--- src/rtl/instr_fetch_unit.sv ---
// ---------------------------------------------------------------------------
// instr_fetch_unit
//   Owns the program counter, runs the instruction-memory read handshake and
//   holds the fetched word in the instruction register for the control FSM.
//
//   Optional feature macro: FETCH_TIMEOUT_EN
//     defined   : an 8-bit WAIT counter moves the unit to ERR after
//                 MEM_TIMEOUT consecutive WAIT cycles without mem_ready.
//     undefined : WAIT holds until mem_ready; fetch_err only flags a
//                 misaligned PC.
// ---------------------------------------------------------------------------
module instr_fetch_unit #(
   parameter logic [31:0] PC_RESET    = 32'h0000_0000,
   parameter int unsigned MEM_TIMEOUT = 15
) (
   input  logic        clk,
   input  logic        rst,
   input  logic        fetch_req,
   input  logic        pc_load,
   input  logic [31:0] pc_next,
   output logic [31:0] mem_addr,
   output logic        mem_rd,
   input  logic [31:0] mem_rdata,
   input  logic        mem_ready,
   output logic [31:0] instr,
   output logic        instr_valid,
   output logic [31:0] pc_out,
   output logic [31:0] pc_plus4,
   output logic        busy,
   output logic        fetch_err
);

   typedef enum logic [1:0] {
      IDLE = 2'd0,
      REQ  = 2'd1,
      WAIT = 2'd2,
      ERR  = 2'd3
   } state_t;

   localparam logic [31:0] NOP_INSTR = 32'h0000_0013;

   // Out-of-range timeout values are rejected at elaboration.
   if ((MEM_TIMEOUT < 1) || (MEM_TIMEOUT > 255)) begin : gTimeoutRange
      $error("MEM_TIMEOUT must be in 1..255");
   end

   state_t      state;
   state_t      nextState;
   logic [31:0] pcReg;
   // Set once a PC load lands during a fetch; the completion then must not
   // overwrite the loaded value with the sequential +4.
   logic        pcLoaded;
   logic        startFetch;
   logic        alignErr;
   logic        completeFetch;

`ifdef FETCH_TIMEOUT_EN
   localparam logic [7:0] TIMEOUT_LAST = 8'(MEM_TIMEOUT - 1);
   logic [7:0]  timeoutCnt;
   logic        timeoutHit;
`endif

   assign pc_out   = pcReg;
   assign pc_plus4 = pcReg + 32'd4;
   assign busy     = (state != IDLE);

   // State register.
   always_ff @(posedge clk or negedge rst) begin
      if (!rst) begin
         state <= IDLE;
      end else begin
         state <= nextState;
      end
   end

   // Next-state decode plus the one-cycle event strobes used by the datapath.
   always_comb begin
      nextState     = state;
      startFetch    = 1'b0;
      alignErr      = 1'b0;
      completeFetch = 1'b0;
`ifdef FETCH_TIMEOUT_EN
      timeoutHit    = 1'b0;
`endif
      case (state)
         IDLE: begin
            if (fetch_req) begin
               if (pcReg[1:0] == 2'b00) begin
                  nextState  = REQ;
                  startFetch = 1'b1;
               end else begin
                  nextState = ERR;
                  alignErr  = 1'b1;
               end
            end else begin
               nextState = IDLE;
            end
         end
         REQ: begin
            nextState = WAIT;
         end
         WAIT: begin
            if (mem_ready) begin
               nextState     = IDLE;
               completeFetch = 1'b1;
            end else begin
`ifdef FETCH_TIMEOUT_EN
               if (timeoutCnt == TIMEOUT_LAST) begin
                  nextState  = ERR;
                  timeoutHit = 1'b1;
               end else begin
                  nextState = WAIT;
               end
`else
               nextState = WAIT;
`endif
            end
         end
         ERR: begin
            nextState = ERR;
         end
         default: begin
            nextState = ERR;
         end
      endcase
   end

   // PC, memory strobe/address, instruction register and error flag.
   always_ff @(posedge clk or negedge rst) begin
      if (!rst) begin
         pcReg       <= PC_RESET;
         pcLoaded    <= 1'b0;
         instr       <= NOP_INSTR;
         instr_valid <= 1'b0;
         mem_rd      <= 1'b0;
         mem_addr    <= 32'h0000_0000;
         fetch_err   <= 1'b0;
`ifdef FETCH_TIMEOUT_EN
         timeoutCnt  <= 8'd0;
`endif
      end else begin
         instr_valid <= 1'b0;
         case (state)
            IDLE: begin
               if (pc_load) begin
                  pcReg <= pc_next;
               end
               if (startFetch) begin
                  mem_rd   <= 1'b1;
                  mem_addr <= pcReg;
                  pcLoaded <= pc_load;
               end
               if (alignErr) begin
                  fetch_err <= 1'b1;
               end
            end
            REQ: begin
               if (pc_load) begin
                  pcReg    <= pc_next;
                  pcLoaded <= 1'b1;
               end
`ifdef FETCH_TIMEOUT_EN
               timeoutCnt <= 8'd0;
`endif
            end
            WAIT: begin
               if (completeFetch) begin
                  instr       <= mem_rdata;
                  instr_valid <= 1'b1;
                  mem_rd      <= 1'b0;
                  if (pc_load) begin
                     pcReg <= pc_next;
                  end else if (!pcLoaded) begin
                     pcReg <= pc_plus4;
                  end
               end else begin
                  if (pc_load) begin
                     pcReg    <= pc_next;
                     pcLoaded <= 1'b1;
                  end
`ifdef FETCH_TIMEOUT_EN
                  if (timeoutHit) begin
                     mem_rd    <= 1'b0;
                     fetch_err <= 1'b1;
                  end else begin
                     timeoutCnt <= timeoutCnt + 8'd1;
                  end
`endif
               end
            end
            ERR: begin
               mem_rd <= 1'b0;
            end
            default: begin
               mem_rd <= 1'b0;
            end
         endcase
      end
   end

endmodule
--- config.mk ---
export PLATFORM = sky130hd
export DESIGN_NAME = instr_fetch_unit
export DESIGN_NICKNAME = d
export VERILOG_FILES = /design/src/rtl/instr_fetch_unit.sv
export SDC_FILE = /design/constraint.sdc
export NUM_CORES = 1
export LEC_CHECK = 0
export ABC_AREA = 1
export CAP_MARGIN = 15
export CORE_AREA = 5 5 122 124
export DETAILED_ROUTE_END_ITERATION = 12
export DIE_AREA = 0 0 127 129
export PLACE_DENSITY = 0.77
export SLEW_MARGIN = 0
export SYNTH_ARGS = -nofsm -noshare
export SYNTH_HDL_FRONTEND = slang
export SYNTH_SLANG_ARGS = --single-unit
--- constraint.sdc ---
create_clock -name clk -period 1.7 [get_ports clk]
set_input_delay 0.17 -clock clk [delete_from_list [all_inputs] [get_ports clk]]
set_output_delay 0.17 -clock clk [all_outputs]
set_load 0.01 [all_outputs]
Word-level counts from Yosys, hierarchy flattened
Index checks and enable logic that the tools add are counted.

Mux-type cells: 26. $add $sub $neg: 1. Eq/ne operators: 7. Reductions and logical operators: 13.

Operators by type and width (number): 32-bit two-way mux (4); 32-bit one-hot mux with 2 select lines (1); 32-bit by 3-bit adder with 32-bit output (second input constant) (1); 1-bit two-way mux (15); 2-bit one-hot mux with 4 select lines (1); 2-bit AND reduction (4); 2-bit two-way mux (3); 2-bit inequality test (second input constant) (3); 1-bit one-hot mux with 3 select lines (2); 3-bit AND reduction (2); 3-bit nonzero test (2); 2-bit == test (second input constant) (2); 2-bit zero test (2); 4-bit inequality test (second input constant) (1); 2-bit nonzero test (2); 2-bit by 1-bit == test with 1-bit output (second input constant) (1); 2-bit OR reduction (1).

Input port bits: 69. Word-level logic and storage cells: 55. Register bits after elaboration: 102.

Longest topological paths before layout
Depth after elaboration: 6. Depth in mapped cells: 11. Depth with buffers taken out: 11.

Least setup slack after synthesis
Ideal clock, no wire load.

Kind: reg-to-reg. Start point: reg state[0]. End point: reg pcReg[27], in the netlist pc_out[27]. Stages on the path, launching flop included: 12. Arrival: 1.513 ns. Period minus slack after synthesis: 1.639 ns. Setup slack: 0.061 ns. Path buffers: 2. Data required time: 1.573 ns. Path through: dfrtp_1 -> inv_1 -> ha_1 -> nand2_4 -> nor2_8 -> nand2_2 -> nand2_2 -> inv_2 -> buf_6 -> buf_6 -> nor2_1 -> a21oi_2.

Longest elaborated chain between the ends: 4.

RTL lines: start: declaration (RTL line 47) `state_t state;`; start signal: assignment (RTL line 72) `state <= nextState;`; 2-bit == test (tied with other cells) (RTL line 85, 143); 1-bit two-way mux / 2-bit OR reduction (equally long branches); 4-bit inequality test (no source line) (tied with other cells); 2-bit AND reduction (no source line) / 32-bit one-hot mux with 2 select lines (equally long branches); end signal: assignment (RTL line 146) `pcReg <= pc_next;`; end signal: assignment (RTL line 159) `pcReg <= pc_next;`; end signal: assignment (RTL line 172) `pcReg <= pc_next;`; end: declaration (RTL line 49) `logic [31:0] pcReg;`.

Parallel ways exist; a longest one is shown, timed or not. A chain may end at the register's enable or synchronous reset.

Worst setup path in the final report
Start point: reg pcReg[2], in the netlist pc_out[2]. End point: out pc_plus4[12].

Longest elaborated chain between the ends: 1.

RTL lines: 32-bit by 3-bit adder with 32-bit output (RTL line 64) `assign pc_plus4 = pcReg + 32'd4;`; end: declaration (RTL line 28) `output logic [31:0] pc_plus4,`.

No other way between the ends.

==> results.json <==
{
  "final.setup.tns_ps": -6760,
  "relSlewSlack_pct": 64.8,
  "ys_seq_area_share_pct": 46.7,
  "clockBufferDepth": 2,
  "met1_usage_pct": 28.3,
  "grt_use_total_pct": 24.3,
  "ant_nets": 0,
  "io_pins": 201,
  "yosysTopAreaCellShare_pct": 45.3,
  "htreeDepth": 3,
  "hold_class": "primary input to flip-flop",
  "initial_utilization_pct": 40.0,
  "grt_max_degree": 60,
  "die_w_um": 127,
  "hp-start": "mem_rdata[4]",
  "min_period_over_period_pct": 120,
  "violations": "setup timing",
  "cp.arrival_ps": 1880,
  "viasPerCell": 5.18,
  "antenna_found_initial": 1,
  "die_area_um2": 16400,
  "crit-reg2reg-launch": "pc_out[12]",
  "met3_usage_pct": 7.72,
  "final_nets": 1089,
  "ys_ff_latch": 102,
  "portBuffers": 200,
  "endpoint": "pc_plus4[12]",
  "fin_ws_ps": -347,
  "worstSetupStartpoint": "pc_out[2]",
  "netlist_area_um2": 5470,
  "avgRoutedWirePerCell_um": 18.3,
  "synth_ff_type": "dfrtp_1",
  "fillers": 986,
  "maxCapViolCount": 0,
  "cts.sinks": 102,
  "p_leak_uw": 0.00458,
  "avgSynthCellArea_um2": 7.76,
  "critPathCaptureType": "primary output",
  "max_freq_mhz": 489,
  "yosysWarnings": 0,
  "synth_area_leaders": "dfrtp_1 45%, nand2_1 19%, nor2_1 4.3%",
  "core_region_area_um2": 13700,
  "cp-start-kind": "flip-flop",
  "required_ps": 1530,
  "rsz0062_at_grt": "true",
  "worstRegToRegCells": 12,
  "busiest_layer": "met2",
  "synth_fp_nets": 780,
  "worstMarginPinSlew_ps": 528,
  "r2r_end": "pc_out[17]",
  "final_hold_viol_count": 0,
  "drc": 0,
  "synth.distinct_cells": 38,
  "rows": 43,
  "critPathMaxFanout": 4,
  "syn_inst": 705,
  "synthTopCellsByCount": "280 x nand2_1, 99 x dfrtp_1, 62 x nor2_1",
  "drive_above_1_share_pct": 31.4,
  "yosysMostFrequentCell": "nand2_1",
  "min_period_ps": 2050,
  "area_growth_pct": 73.4,
  "report.final.slew_viol_count": 0,
  "synth_top_area_cell": "dfrtp_1",
  "vdd.ir_drop.worst_v": 0.000994,
  "crit_type": "flip-flop to primary output",
  "hpwl_mm": 13.8,
  "grt.met2_usage_pct": 41.0,
  "rrSetupSlack_ps": -150,
  "insertion_delay_ps": 360,
  "first_iter_violations": 595,
  "clock_skew_ps": 13.2,
  "cts_tree": "yes",
  "status": "complete, but fails checks",
  "grt_pass1_wl_mm": 31.2,
  "drt_wl_total_mm": 22.0,
  "dpl_cell_area_um2": 8220,
  "vias": 6216,
  "dieHeight_um": 129,
  "clkTransAtPathRegs_ps": 70,
  "p_per_area_nw_per_um2": 1800,
  "final_area_um2": 9490,
  "grt_overflow": 0,
  "firstDrtPassIters": 5,
  "gp_congestion": 0.967,
  "async_flop_share_pct": 100,
  "first_global_vias": 6080,
  "synth_edf_count": 0,
  "numCtsBuffers": 9,
  "root_buffer": "clkbuf_16",
  "setup_violations": 31
}
-- repair_timing --
item,CTS,global route
resized for setup,208,98
setup endpoints to repair,42,72
pin swaps,32,40
gates cloned,0,1
endpoints found under the hold margin,31,0
hold buffers,1,0
setup buffers,30,16
-- sequential cells by signal, summed over array words and instances (netlist names) --
register     count
mem_addr        32
instr_valid      1
fetch_err        1
mem_rd           1
state            2
pc_out          32
instr           32
pcLoaded         1
-- how the worst min path moves through the flow --
stage | endpoint | slack [ps] | depth (start not counted)
after global routing | instr[1] | 320 | 3
after detailed placement | pc_out[4] | 180 | 1
after global placement | pc_out[4] | 180 | 1
final | instr[4] | 300 | 3
after CTS | instr[4] | 300 | 3
after floorplan | fetch_err | -130 | 0
-- stage by stage --
stage | util [%] | hold WS [ps] | power, uW | setup WS (ps) | cells
finish | 69.4 | 301 | 17100 | -347 | 1200
global route | 69.4 | 319 | 18000 | -450 | 1200
CTS | 66.2 | 296 | 16200 | -286 | 1188
detailed placement | 60.1 | 177 | 13300 | -355 | 1141
global placement | 60.1 | 178 | 13200 | -274 | 1141
floorplan | - | -126 | 8080 | 60.7 | 705
-- placed cells by master, fill, tap and decap left out, types with 4 or more instances in the layout --
master,netlist,routed
a211oi_1,10,10
a21oi_1,8,8
and2_4,0,5
buf_12,0,7
buf_2,4,9
buf_4,4,87
buf_6,5,45
clkbuf_16,0,10
clkdlybuf4s50_1,0,161
dfrtp_1,99,91
dfrtp_2,0,8
dlygate4sd2_1,0,9
inv_1,57,52
inv_2,3,6
inv_4,2,4
nand2_1,280,244
nand2_2,15,40
nand2_4,4,15
nand3_1,22,15
nand3_2,7,11
nor2_1,62,41
nor2_2,3,12
nor2_4,7,19
nor2_8,4,4
o21ai_0,38,34
o21ai_1,14,14
xor2_4,0,4
-- worst max-delay path, stage by stage (launching register included) --
cell and delay, ps:
dfrtp_1 420, ha_4 200, inv_4 60, nor2_8 140, nand3_2 150, nand2_1 120, and2_1 150, dlygate4sd2_1 270
-- cells by family after synthesis --
kind of cell	after synthesis	share of synthesized area (%)
xor+xnor	8	1.28
simple gates	414	33.9
flops	102	46.7
mux	2	0.412
fa+ha+maj	6	1.37
compound gates	85	9.10
buf+inv	88	7.18
-- layer usage --
| metal | part of all wire, % | vias up |
|---|---|---|
| met5 | 0 | - |
| met4 | 4.7 | 0 |
| met3 | 10 | 85 |
| met2 | 48 | 399 |
| met1 | 37 | 2915 |
| li1 | - | 2817 |
-- power by group --
| group | switching (uW) | leakage (uW) | total (uW) | internal [uW] |
|---|---|---|---|---|
| clock network | 1000 | 0.000156 | 2300 | 1300 |
| registers | 944 | 0.00124 | 4520 | 3580 |
| logic | 5180 | 0.00318 | 10300 | 5090 |
-- area by class of cell --
cell class                      instances  area, um2  area share [%]
Inverter                               63        250            2.64
Multi-Input combinational cell        515       3010            31.8
Sequential cell                       102       2570            27.0
Clock buffer                            9        225            2.37
Timing Repair Buffer                  323       3110            32.7
Antenna cell                            1       2.50          0.0264
Clock inverter                          7       98.8            1.04
Tap cell                              180        225            2.37
Power figures use the tool's default switching activity.
